`src/rtl/n_ones_sequencer.sv`:
```
// Splits a word into beats of up to N set bits each, highest bits first, with valid/ready on both sides.
// Define N_ONES_COUNT_EN to add the out_count port, which gives the popcount of each beat.
module n_ones_sequencer #(
  parameter int W = 8,
  parameter int N = 2
) (
  input  logic         clk,
  input  logic         rst_n,
  input  logic         in_valid,
  output logic         in_ready,
  input  logic [W-1:0] in_data,
  output logic         out_valid,
  input  logic         out_ready,
  output logic [W-1:0] out_mask,
  output logic         out_last
`ifdef N_ONES_COUNT_EN
  ,
  output logic [$clog2(N+1)-1:0] out_count
`endif
);

  localparam int CW = $clog2(N + 1);
  localparam logic [CW-1:0] NMAX = CW'(N);

  localparam logic [0:0] IDLE = 1'b0;
  localparam logic [0:0] BUSY = 1'b1;

  logic [0:0]    state;
  logic [W-1:0]  residue;
  logic [W-1:0]  sel;
  logic [CW-1:0] selcnt;
  logic          busy;
  logic          beat;
  logic          accept;

  // find_first_n_ones: scan from the MSB, keeping set bits until N have been taken
  always_comb begin : find_first_n_ones
    sel    = '0;
    selcnt = '0;
    for (int i = W - 1; i >= 0; i--) begin
      if (residue[i] && (selcnt < NMAX)) begin
        sel[i] = 1'b1;
        selcnt = selcnt + CW'(1);
      end
    end
  end

  always_comb begin
    busy      = (state == BUSY);
    out_valid = busy;
    out_mask  = busy ? sel : '0;
    out_last  = busy && ((residue & ~sel) == '0);
    beat      = out_valid && out_ready;
    in_ready  = !busy || (beat && out_last);
    accept    = in_valid && in_ready;
  end

`ifdef N_ONES_COUNT_EN
  assign out_count = busy ? selcnt : '0;
`endif

  // A new word loads on the final beat's handshake, so back-to-back words leave no idle cycle
  always_ff @(posedge clk or negedge rst_n) begin
    if (!rst_n) begin
      state   <= IDLE;
      residue <= '0;
    end else if (accept) begin
      state   <= BUSY;
      residue <= in_data;
    end else if (beat) begin
      residue <= residue & ~sel;
      if (out_last) begin
        state <= IDLE;
      end
    end
  end

endmodule
```
`config.mk`:
```
export PLATFORM = sky130hd
export DESIGN_NAME = n_ones_sequencer
export DESIGN_NICKNAME = d
export VERILOG_FILES = /design/src/rtl/n_ones_sequencer.sv
export SDC_FILE = /design/constraint.sdc
export NUM_CORES = 1
export LEC_CHECK = 0
export BUFFER_PORTS_ARGS = -buffer_cell sky130_fd_sc_hd__buf_4
export CAP_MARGIN = 20
export CORE_UTILIZATION = 40
export CTS_BUF_LIST = sky130_fd_sc_hd__clkbuf_4
export CTS_CLUSTER_DIAMETER = 150
export CTS_CLUSTER_SIZE = 20
export DETAILED_ROUTE_END_ITERATION = 16
export PLACE_DENSITY_LB_ADDON = 0.25
export RECOVER_POWER = 100
export SLEW_MARGIN = 10
export SYNTH_ARGS = -nofsm -noshare
export SYNTH_HDL_FRONTEND = slang
export SYNTH_SLANG_ARGS = --single-unit
```
`constraint.sdc`:
```
create_clock -name clk -period 2.6 [get_ports clk]
set_input_delay 0.39 -clock clk [delete_from_list [all_inputs] [get_ports clk]]
set_output_delay 0.39 -clock clk [all_outputs]
set_load 0.005 [all_outputs]
```
==> out/qor.log <==
INFO  detailed_routing first_iter_violations=24
INFO  logic_synthesis synth_top_cell_area_share=27.3%
INFO  sta            timing.max_slew.rel_slack=64.8%
INFO  global_routing antenna_violations_before_repair=0
INFO  die            floorplan.die.height=47.4µm
INFO  worst_setup_path crit_type=flop to output port
INFO  worst_setup_path cp_slowest_cell=sky130_fd_sc_hd__a311o_2
INFO  logic_synthesis syn-instance-count=106
INFO  worst_setup_path timing.critical_path.required=2.21ns
INFO  detailed_routing avg_vias_per_cell=5.54
INFO  job            maxCapViolations=0
INFO  cts            ctsLongestPathBuffers=2
INFO  logic_synthesis largest_family_of_logic_cells_by_synthesized_area=compound AO/OA/AOI/OAI gates
INFO  sta            setup_viol_count_final=3
INFO  worst_setup_path cp_slowest_stage_delay=0.42ns
INFO  cells_and_area drive_above_1_share=31.4%
INFO  cells_and_area n_antenna_cell=0
INFO  cts            h_tree_depth_reported_by_cts=1
INFO  detailed_routing routed_wire_length_per_instance=13.3µm
INFO  logic_synthesis synth.area.top_cells=sky130_fd_sc_hd__dfrtp_1 (27%), sky130_fd_sc_hd__nand2_1 (7.7%), sky130_fd_sc_hd__a21oi_1 (6.1%)
INFO  global_routing met1_usage=28.2%
INFO  worst_setup_path worstRegToRegCells=10
INFO  power_and_ir_drop share_clk_of_total_power=6.8%
INFO  sta            fin_worst_skew=0.00128ns
INFO  global_routing first_global_vias=794
INFO  global_routing grt_use_total=21.8%
INFO  worst_setup_path worst_r2r_endpoint=residue[7]
INFO  sta            fin_hold_ws=0.346ns
INFO  worst_setup_path critical_path.startpoint_type=flop
INFO  detailed_routing drc=0
INFO  detailed_routing final_antenna_net_count=0
INFO  logic_synthesis mappedNetlistNets=122
INFO  cts            cts_tree=yes
INFO  cts            clk_sink_count=9
INFO  worst_setup_path worstPathArrival=2.37ns
INFO  global_routing gr-usage-met2=37.0%
INFO  worst_setup_path r2r_start=residue[6]
INFO  worst_setup_path setup.reg_to_reg.worst_slack=0.26ns
INFO  logic_synthesis synth-compound-area-share=27.0%
INFO  place          dpl.cell_count=159
INFO  worst_setup_path critical_path.endpoint_type=output port
INFO  sta            timing.final.hold_violations=0
INFO  cts            root_buffer=sky130_fd_sc_hd__clkbuf_4
INFO  die            die_w=47.4µm
INFO  place          gp_routability_congestion=0.849
INFO  place          dp_hpwl=1.65mm
INFO  worst_hold_path worst_min_delay_path_endpoint=residue[4]
INFO  outcome        violations=setup timing
INFO  logic_synthesis yosys_warnings=0
INFO  detailed_routing post_detailed_routing_wire_length=2.23mm
INFO  sta            final_critical_path_setup_slack=-0.160ns
INFO  power_and_ir_drop power.share.combinational=77.6%
INFO  outcome        status=complete, but fails checks
INFO  logic_synthesis synth_area_leader_cell=sky130_fd_sc_hd__dfrtp_1
INFO  cts            skew_pair_late_insertion_delay=0.27ns
INFO  worst_setup_path cell_occurring_most_often_along_the_worst_timing_path=sky130_fd_sc_hd__xnor2_1
INFO  sta            timing.final.crit_period=2.76ns
INFO  global_routing grt.met3_usage=3.77%
INFO  sta            tightestPinTransition=0.526ns
INFO  cts            cts_inserted_buffers=3
INFO  sta            report.final.slew_viol_count=0
INFO  global_routing grt-ovfl-total=0
INFO  power_and_ir_drop internal_power=0.00101W
INFO  cells_and_area nFillCells=198
INFO  power_and_ir_drop p_switching=0.000818W
INFO  worst_setup_path worstPathBufferInverterCount=1
INFO  power_and_ir_drop power.ir.vdd_worst=966µV
INFO  power_and_ir_drop power-per-cell-area=1600nW/µm²
INFO  logic_synthesis synth.yosys.seq_area_share=27.3%
INFO  sta            fmaxAchievable=362MHz
INFO  sta            fin_crit_sh=106%
INFO  worst_setup_path cp_cell_sequence=ha_2, nor2b_4, mux2i_1, xnor2_1, o221ai_2, xnor2_1, a311o_2, o21ai_1, buf_4
INFO  worst_setup_path critical_path.top_delay_family=compound AO/OA/AOI/OAI gates
INFO  global_routing first_pass_grt_wire_length=3.44mm
INFO  die            core_area=1940µm²
INFO  cells_and_area layout_commonest_cell=sky130_fd_sc_hd__buf_4
INFO  die            floorplan.rows=16
INFO  worst_hold_path worst_hold_startpoint=in_data[4]
INFO  cells_and_area areaGrowthSynthToFinish=38.6%
INFO  global_routing grt_most_used_layer=met2
INFO  die            die_area=2250µm²
INFO  cells_and_area top_library_cells_by_usage_in_the_layout_fill_and_taps_aside=sky130_fd_sc_hd__buf_4 (31), sky130_fd_sc_hd__nand2_1 (17), sky130_fd_sc_hd__a21oi_1 (9), sky130_fd_sc_hd__dfrtp_1 (9)
INFO  worst_setup_path cp_max_fo=3
INFO  detailed_routing vias=925
INFO  power_and_ir_drop power.share.sequential=15.6%
INFO  worst_hold_path hold-path-cell-count=3
INFO  die            initial_core_util=42.5%
INFO  worst_hold_path min-delay-path-class=primary input to flop
INFO  logic_synthesis synth.area.mux_share=3.64%
INFO  global_routing pin_count_of_the_biggest_net_entering_global_routing=20
INFO  logic_synthesis synthAdderAreaFrac=7.27%
INFO  logic_synthesis synth_xor_area_share=5.30%
INFO  cells_and_area nNetsFinal=157
INFO  logic_synthesis ys_ff_latch=9
INFO  logic_synthesis synth.cell_area=826µm²
INFO  place          portBuffers=22
INFO  die            number_of_ports_placed_on_the_die_boundary=23
INFO  power_and_ir_drop switching_portion_of_total_power=44.7%
INFO  cells_and_area finalNonFillerCells=167
INFO  cts            clock_transition_at_the_registers_of_the_reported_paths=0.06ns
INFO  detailed_routing total_iterations_of_the_first_detailed_routing_run=4
INFO  power_and_ir_drop static-leakage-power=0.558nW
INFO  sta            rsz0062_at_grt=true
INFO  logic_synthesis syn_avg_cell_area=7.79µm²
INFO  logic_synthesis synth_cell_types=32
INFO  logic_synthesis synth_simple_gate_area_share=24.1%
## layout make-up
type	instances	area (µm²)	area share, %
tap	27	33.8	2.95
inverter	7	26.3	2.30
multi-input combinational	85	568	49.6
sequential	9	225	19.7
clock buffer	4	30.0	2.62
timing repair buffer	35	262	22.8
## worst reg2reg max path, stage by stage (launching register included)
cell and delay (ns):
sky130_fd_sc_hd__dfrtp_1 0.40, sky130_fd_sc_hd__ha_2 0.22, sky130_fd_sc_hd__nor2b_4 0.12, sky130_fd_sc_hd__mux2i_1 0.22, sky130_fd_sc_hd__xnor2_1 0.18, sky130_fd_sc_hd__o221ai_2 0.13, sky130_fd_sc_hd__xnor2_1 0.16, sky130_fd_sc_hd__a311o_2 0.42
sky130_fd_sc_hd__inv_2 0.08, sky130_fd_sc_hd__clkbuf_1 0.15, sky130_fd_sc_hd__a41o_1 0.20
## worst max path at each step
stage	from	end	cells after the start
2_1_floorplan	residue[6]	in_ready	8
3_3_place_gp	residue[6]	in_ready	9
3_5_place_dp	residue[6]	in_ready	9
4_1_cts	residue[6]	in_ready	10
5_1_grt	residue[6]	in_ready	9
6_report	residue[6]	in_ready	9
## per-stage QoR
step,power (W),util (%),setup WS [ns],TNS (ns),cell area (µm²)
5_1_grt,0.00197,59.0,-0.242,-0.598,1140
3_5_place_dp,0.00157,55.3,-0.00996,-0.00996,1070
6_report,0.00183,59.0,-0.160,-0.239,1140
3_3_place_gp,0.00153,55.3,0.0492,0,1070
4_1_cts,0.00181,58.8,-0.146,-0.203,1140
2_1_floorplan,0.00102,-,0.0347,0,826
## power groups by stage
stage / Sequential (W) / Combinational, W / Clock [W]
global placement: 0.000280 / 0.00125 / 0
global route: 0.000301 / 0.00154 / 0.000131
detailed placement: 0.000284 / 0.00128 / 0
finish: 0.000285 / 0.00142 / 0.000124
CTS: 0.000282 / 0.00140 / 0.000125
floorplan: 0.000255 / 0.000763 / 0
## Yosys cell counts
master,instances
sky130_fd_sc_hd__mux2i_1,3
sky130_fd_sc_hd__and2_1,4
sky130_fd_sc_hd__o211ai_1,4
sky130_fd_sc_hd__a41o_1,2
sky130_fd_sc_hd__o2bb2ai_1,2
sky130_fd_sc_hd__o22ai_1,1
sky130_fd_sc_hd__buf_1,1
sky130_fd_sc_hd__nand2b_1,1
sky130_fd_sc_hd__clkbuf_1,4
sky130_fd_sc_hd__nor2b_4,1
sky130_fd_sc_hd__nor2_1,5
sky130_fd_sc_hd__nand4_1,1
sky130_fd_sc_hd__inv_2,1
sky130_fd_sc_hd__a311oi_1,1
sky130_fd_sc_hd__maj3_1,1
sky130_fd_sc_hd__o21ai_0,7
sky130_fd_sc_hd__a31oi_1,2
sky130_fd_sc_hd__a21oi_1,10
sky130_fd_sc_hd__a221oi_1,1
sky130_fd_sc_hd__dfrtp_1,9
sky130_fd_sc_hd__nand2_1,17
sky130_fd_sc_hd__nand3_1,2
sky130_fd_sc_hd__ha_1,4
sky130_fd_sc_hd__inv_1,6
sky130_fd_sc_hd__a311o_2,1
sky130_fd_sc_hd__or2_2,1
sky130_fd_sc_hd__o21a_1,1
sky130_fd_sc_hd__xnor2_1,3
sky130_fd_sc_hd__o221ai_2,1
sky130_fd_sc_hd__and4_1,2
sky130_fd_sc_hd__and3_1,5
sky130_fd_sc_hd__xor2_1,2
## kinds of logic (layout without fill, tap and decap cells)
kind of cell | count (synthesis) | in the layout
AOI/OAI and AO/OA | 33 | 33
adders and majority gates | 5 | 5
and+or+nand+nor | 39 | 39
DFF | 9 | 9
muxes | 3 | 3
xor gates and xnor gates | 5 | 5
buffers and inverters | 12 | 46
## timing repair
| action | in CTS | in global routing |
|---|---|---|
| hold buffers | 1 | 0 |
| endpoints found under the hold margin | 9 | 0 |
| pin swaps | 3 | 2 |
| endpoints found under the setup margin | 3 | 5 |
| buffers inserted | 3 | 1 |
| resized for setup | 3 | 2 |
## registers in the layout, summed over array words and instances (netlist names)
register   flops
residue        8
out_valid      1
## routing by layer
layer / wire length (µm) / part of all wire, %
met1: 1010 / 45
met2: 1100 / 49
met3: 88 / 4.0
met4: 34 / 1.5
met5: 0 / 0
Note: power is estimated with default switching activity, not from simulation.
